`config.mk`:
```
export PLATFORM = sky130hd
export DESIGN_NAME = lsu_mem_port_arbiter
export DESIGN_NICKNAME = d
export VERILOG_FILES = /design/src/rtl/lsu_mem_port_arbiter.sv
export SDC_FILE = /design/constraint.sdc
export NUM_CORES = 1
export LEC_CHECK = 0
export CAP_MARGIN = 20
export CORE_UTILIZATION = 39
export CTS_BUF_LIST = sky130_fd_sc_hd__clkbuf_4 sky130_fd_sc_hd__clkbuf_8 sky130_fd_sc_hd__clkbuf_16
export CTS_CLUSTER_DIAMETER = 120
export DETAILED_ROUTE_END_ITERATION = 7
export GPL_TIMING_DRIVEN = 1
export HOLD_SLACK_MARGIN = 0.05
export PLACE_DENSITY = 0.8
export SLEW_MARGIN = 0
export SYNTH_ARGS = -nofsm -noshare
export SYNTH_HDL_FRONTEND = slang
export SYNTH_SLANG_ARGS = --single-unit
```
`constraint.sdc`:
```
create_clock -name clk_i -period 2.2 [get_ports clk_i]
set_clock_uncertainty 0.1 [all_clocks]
set_input_delay 0.33 -clock clk_i [delete_from_list [all_inputs] [get_ports clk_i]]
set_output_delay 0.33 -clock clk_i [all_outputs]
set_load 0.01 [all_outputs]
```
`src/rtl/lsu_mem_port_arbiter.sv`:
```
// LSU cache-port sequencer: picks a load or committed store, drives one
// outstanding request to the cache controller and returns load write-back.
module lsu_mem_port_arbiter #(
    parameter int ADDR_W       = 32,
    parameter int DATA_W       = 32,
    parameter int TAG_W        = 4,
    parameter int STARVE_LIMIT = 4
) (
    input  logic              clk_i,
    input  logic              rst_i,
    input  logic              flush_i,
    input  logic              ld_vld_i,
    input  logic [ADDR_W-1:0] ld_addr_i,
    input  logic [TAG_W-1:0]  ld_tag_i,
    output logic              ld_en_o,
    input  logic              st_vld_i,
    input  logic [ADDR_W-1:0] st_addr_i,
    input  logic [DATA_W-1:0] st_data_i,
    output logic              st_en_o,
    input  logic              sdq_full_i,
    output logic              cc_req_vld_o,
    output logic              cc_req_we_o,
    output logic [ADDR_W-1:0] cc_req_addr_o,
    output logic [DATA_W-1:0] cc_req_data_o,
    input  logic              cc_req_rdy_i,
    input  logic              cc_resp_vld_i,
    input  logic [DATA_W-1:0] cc_resp_data_i,
    output logic              ld_wb_vld_o,
    output logic [TAG_W-1:0]  ld_wb_tag_o,
    output logic [DATA_W-1:0] ld_wb_data_o,
    output logic              busy_o
);

    typedef enum logic [1:0] {S_IDLE, S_REQ, S_WAIT} state_t;

    localparam logic [3:0] LIMIT = 4'(STARVE_LIMIT);

    state_t            state, state_nxt;
    logic [3:0]        cnt;
    logic              kill;
    logic              lat_ld;
    logic              lat_we;
    logic [ADDR_W-1:0] lat_addr;
    logic [DATA_W-1:0] lat_data;
    logic [TAG_W-1:0]  lat_tag;
    logic              idle;
    logic              st_force;
    logic              ld_ok;
    logic              gnt_st;
    logic              gnt_ld;

    // Grant outputs are combinational, so hold them off while reset is low.
    always_comb begin
        idle     = rst_i && (state == S_IDLE);
        st_force = st_vld_i && (sdq_full_i || (cnt == LIMIT));
        ld_ok    = ld_vld_i && !flush_i;
        gnt_st   = idle && st_vld_i && (st_force || !ld_ok);
        gnt_ld   = idle && ld_ok && !st_force;
    end

    always_comb begin
        state_nxt = state;
        unique case (state)
            S_IDLE: if (gnt_st || gnt_ld) state_nxt = S_REQ;
            S_REQ: begin
                if (flush_i && lat_ld)  state_nxt = S_IDLE;
                else if (cc_req_rdy_i)  state_nxt = S_WAIT;
            end
            S_WAIT: if (cc_resp_vld_i) state_nxt = S_IDLE;
            default: state_nxt = S_IDLE;
        endcase
    end

    always_ff @(posedge clk_i or negedge rst_i) begin
        if (!rst_i) begin
            state    <= S_IDLE;
            cnt      <= '0;
            kill     <= 1'b0;
            lat_ld   <= 1'b0;
            lat_we   <= 1'b0;
            lat_addr <= '0;
            lat_data <= '0;
            lat_tag  <= '0;
        end else begin
            state <= state_nxt;
            if (gnt_st || gnt_ld) begin
                lat_ld   <= gnt_ld;
                lat_we   <= gnt_st;
                lat_addr <= gnt_st ? st_addr_i : ld_addr_i;
                lat_data <= gnt_st ? st_data_i : '0;
                lat_tag  <= ld_tag_i;
            end
            if (state_nxt == S_IDLE)
                kill <= 1'b0;
            else if (state == S_WAIT && flush_i && lat_ld)
                kill <= 1'b1;
            if (gnt_st)
                cnt <= '0;
            else if (gnt_ld && st_vld_i && cnt != LIMIT)
                cnt <= cnt + 4'd1;
            else if (state == S_IDLE && !st_vld_i)
                cnt <= '0;
        end
    end

    // A flush in the response cycle itself also discards the load.
    always_ff @(posedge clk_i or negedge rst_i) begin
        if (!rst_i) begin
            ld_wb_vld_o  <= 1'b0;
            ld_wb_tag_o  <= '0;
            ld_wb_data_o <= '0;
        end else begin
            ld_wb_vld_o <= 1'b0;
            if (state == S_WAIT && cc_resp_vld_i && lat_ld && !kill && !flush_i) begin
                ld_wb_vld_o  <= 1'b1;
                ld_wb_tag_o  <= lat_tag;
                ld_wb_data_o <= cc_resp_data_i;
            end
        end
    end

    assign ld_en_o       = gnt_ld;
    assign st_en_o       = gnt_st;
    assign cc_req_vld_o  = (state == S_REQ);
    assign cc_req_we_o   = lat_we;
    assign cc_req_addr_o = lat_addr;
    assign cc_req_data_o = lat_data;
    assign busy_o        = (state != S_IDLE);

endmodule
```
# Word level (Yosys, flattened, before mapping)

Index checks and enable logic that the tools add are counted.

Register bits: 114
Output and inout port bits: 106
Word-level logic and storage cells: 59

$add $sub $neg: 1
Equality and inequality tests: 4
Mux-type cells: 13
Reductions and logical operators: 30

Operator list:

| kind                                                                     | count |
|---|---|
| 32-bit 2-to-1 mux                                                        | 2 |
| 1-bit logical AND                                                        | 17 |
| 4-bit 2-to-1 mux                                                         | 3 |
| 2-bit 2-to-1 mux                                                         | 4 |
| 2-bit one-hot mux with 3 select lines                                    | 1 |
| 1-bit logical NOT                                                        | 5 |
| 4-bit by 1-bit adder with 4-bit output (second input constant)           | 1 |
| 4-bit by 3-bit == test with 1-bit output (second input constant)         | 1 |
| 2-bit logical NOT                                                        | 2 |
| 4-bit by 3-bit inequality test with 1-bit output (second input constant) | 1 |
| 2-bit nonzero test                                                       | 2 |
| 1-bit logical OR                                                         | 3 |
| 1-bit 2-to-1 mux                                                         | 3 |
| 3-bit nonzero test                                                       | 1 |
| 2-bit by 1-bit == test with 1-bit output (second input constant)         | 1 |
| 2-bit == test (second input constant)                                    | 1 |

# Longest topological paths before layout

Depth after elaboration: 10
Mapped depth: 8

# Worst setup path after synthesis

OpenSTA, ideal clock, no wires.

Path kind: register to output
Start point: register cnt[0]
End point: output st_en_o
Arrival time: 1408 ps
Data required time: 1770 ps
Path slack: 362 ps
Cell stages (with the launch flop): 7
Buffers on the path: 2
Path through: dfrtp_1 > inv_1 > ha_1 > nand3b_1 > a21oi_1 > buf_2 > buf_1

Longest elaborated chain between the ends: 5

RTL lines:

| item                                     | RTL line | RTL |
|---|---|---|
| from (decl)                              | 39       | `logic [3:0] cnt;` |
| from (signal assigned)                   | 100      | `cnt <= cnt + 4'd1;` |
| 4-bit by 3-bit == test with 1-bit output | 55       | `st_force = st_vld_i && (sdq_full_i \|\| (cnt == LIMIT));` |
| 1-bit logical OR                         | 55       |  |
| 1-bit logical AND                        | 55       |  |
| 1-bit logical OR                         | 57       | `gnt_st = idle && st_vld_i && (st_force \|\| !ld_ok);` |
| 1-bit logical AND                        | 57       |  |
| to (decl)                                | 19       | `output logic st_en_o,` |

Every way passes these cells.

# Worst setup path in the final report

Start point: register cnt[1]
End point: output ld_en_o

Longest elaborated chain between the ends: 5

RTL lines:

| item                                     | RTL line | RTL |
|---|---|---|
| 4-bit by 3-bit == test with 1-bit output | 55       |  |
| 1-bit logical OR                         | 55       |  |
| 1-bit logical AND                        | 55       |  |
| 1-bit logical NOT                        | 58       | `gnt_ld = idle && ld_ok && !st_force;` |
| 1-bit logical AND                        | 58       |  |
| to (decl)                                | 15       | `output logic ld_en_o,` |

Every way passes these cells.

==> reports/metrics.yaml <==
area_delta_synth_final_pct: 71.6
max_freq_ghz: 0.473
netlist_area_um2: 4640
rows: 39
avgViaCountPerCell: 5.05
yosysTopAreaCell: "dfrtp_1"
die_y_um: 111
diodes: 0
yosysMostFrequentCell: "dfrtp_1"
grt_antenna_before_repair: 0
totalPowerFinal_mw: 10.0
drt-initial-drc-count: 255
finalWirelength_um: 13300
cts_inserted_buffers: 17
violations: "design-rule violations"
fin_nets: 754
gp_congestion: 0.802
period_minus_slack_ps: 2120
yosys_warnings: 0
dieArea_um2: 12300
ys_seq_area_share_pct: 61.5
setup_tns_ps: 0
maxCapViolations: 0
rsz0062_at_grt: "false"
final_cells: 768
synth_top_area_share_pct: 61.5
maxSlewViolCount: 0
core_area_um2: 11500
synth_simple_gate_area_share_pct: 8.55
r2r_start: "cnt[1]"
slowest_delay_ps: 410
relSlewSlack_pct: 53.7
r2r_slack_ps: 340
synthTopCellsByCount: "dfrtp_1, nand2_1, a22o_1, a22oi_1, mux2_4"
grt-ovfl-total: 0
setup_violations: 0
critPathLaunch: "cnt[1]"
hold_viol_final: 0
hpwlAfterDp_um: 9640
crit_path_start_kind: "flop"
synth-seq-cells: 114
design_area_um2: 7960
cts_buffer_depth: 2
syn-mean-instance-area_um2: 13.2
syn-num-nets: 493
cts_tree: "yes"
grt.total_usage_pct: 22.3
synth_flop_cell: "dfrtp_1"
worstMarginPinSlew_ps: 694
dpl_cell_area_um2: 7290
power_leakage_nw: 3.72
crit_required_ps: 1770
synthArstFlopShare_pct: 100
ff2ff_path_depth: 7
ff_latch_area_um2: 2850
synth_top_family_by_area: "compound AO/OA/AOI/OAI gates"
numPortBuffers: 245
grt_max_degree: 56
grt_pass1_vias: 4111
netlist_top_cells_area: "dfrtp_1, mux2_4, a22o_1"
dp_cells: 732
grt_pass1_wl_um: 21100
routedWlPerCell_um: 17.4
firstDrtPassIters: 8
start_util_pct: 40.3
utilization_pct: 69.1
rr_endpoint: "cc_req_addr_o[7]"
path_max_fanout: 4
htree_levels: 4
synth-xor-area-share_pct: 0
ant_nets: 0
critPathKind: "reg -> out"
synth-adder-area-share_pct: 0.539
clk_pin_slew_ps: 50
power_density_nw_per_um2: 1260
vias: 3875
arrival_ps: 1690
path_cells: "inv_1 > ha_2 > nand4b_1 > and4_1 > clkdlybuf4s15_1"
post-route-period-util_pct: 96.2
die_w_um: 111
io_pins: 246
hp-class: "in -> async"
outcome: "finished with violations"
synth_cell_types: 34
drc_errors: 30
ir_worst_vdd_uv: 732
setup.worst_path.end_class: "output pin"
synth_compound_area_share_pct: 13.5
cts.root.buffer_cell: "clkbuf_16"
multi_input_area_um2: 1650
muxShareOfSynthArea_pct: 12.3
clock_sinks: 114
synth_cells: 351
drive_gt1_share_pct: 15.8
clock_latency_ps: 410
synth_edf_count: 0
critPathSlowestCell: "dfrtp_1"
fill_cells: 812
## per-layer routing
metal / up-vias / global-route usage (%) / part of all wire [%]
li1: 1773 / - / -
met1: 1921 / 25.7 / 40
met2: 161 / 38.1 / 52
met3: 20 / 6.62 / 6.3
met4: 0 / 10.4 / 2.0
met5: - / 0 / 0
## cells in the final DEF, fill, tap and decap left out, drive strengths merged, types with 3 or more instances in the layout
| cell type | count |
|---|---|
| nor3b | 3 |
| a22oi | 32 |
| a21o | 4 |
| clkbuf | 23 |
| bufinv | 3 |
| inv | 5 |
| buf | 18 |
| mux2 | 41 |
| a21oi | 3 |
| o21ai | 4 |
| clkdlybuf4s50 | 242 |
| a22o | 33 |
| nand2 | 69 |
| clkinv | 5 |
| dfrtp | 114 |
## worst max-delay path by stage
stage,to,slack [ps],cells after the start
floorplan,st_en_o,360,6
global placement,st_en_o,-90,5
detailed placement,st_en_o,-100,5
CTS,ld_en_o,4,5
global route,ld_en_o,9,5
finish,ld_en_o,80,5
## registers in the layout, summed over array words and instances (netlist names), 2 cells and up
name and flops:
ld_wb_tag_o 4, state 2, cc_req_data_o 32, cnt 4, ld_wb_data_o 32, cc_req_addr_o 32
lat_tag 4
## cell type report
class	count	area share, %
inverter	5	0.236
multi-input combinational	210	20.7
sequential	114	35.8
tap	143	2.25
clock buffer	23	6.30
clock inverter	9	1.59
timing repair buffer	264	33.1
## cell families (layout without fill, tap and decap cells)
group / after synthesis / count (layout)
multiplexers: 41 / 41
adder cells (fa/ha/maj): 2 / 2
flip-flops: 114 / 114
AND/OR/NAND/NOR: 87 / 87
buffers and inverters: 27 / 301
AO/OA/AOI/OAI: 80 / 80
## power by group
part	switching (mW)	total, mW	internal (mW)
logic	1.38	3.69	2.31
registers	0.516	3.46	2.94
clock network	0.934	2.87	1.94
## metrics by stage
stage	setup slack, ps	hold slack (ps)
finish	83.9	266
detailed placement	-95.2	64.3
global placement	-92.1	61.4
CTS	3.80	262
global route	9.15	279
floorplan	362	-65.6
## timing repair
action	in CTS	in global routing
resized for setup	2	4
setup endpoints to repair	2	2
hold buffers	2	0
buffers inserted	0	2
pin swaps	0	2
hold endpoints to repair	6	0
## critical path: cells and delay by family (launching register included)
kind,cells,cell delay (ps)
adder cells (fa/ha/maj),1,200
flip-flops,1,410
AND/OR/NAND/NOR,2,350
buffers and inverters,2,320
(Power assumes the default switching activity.)
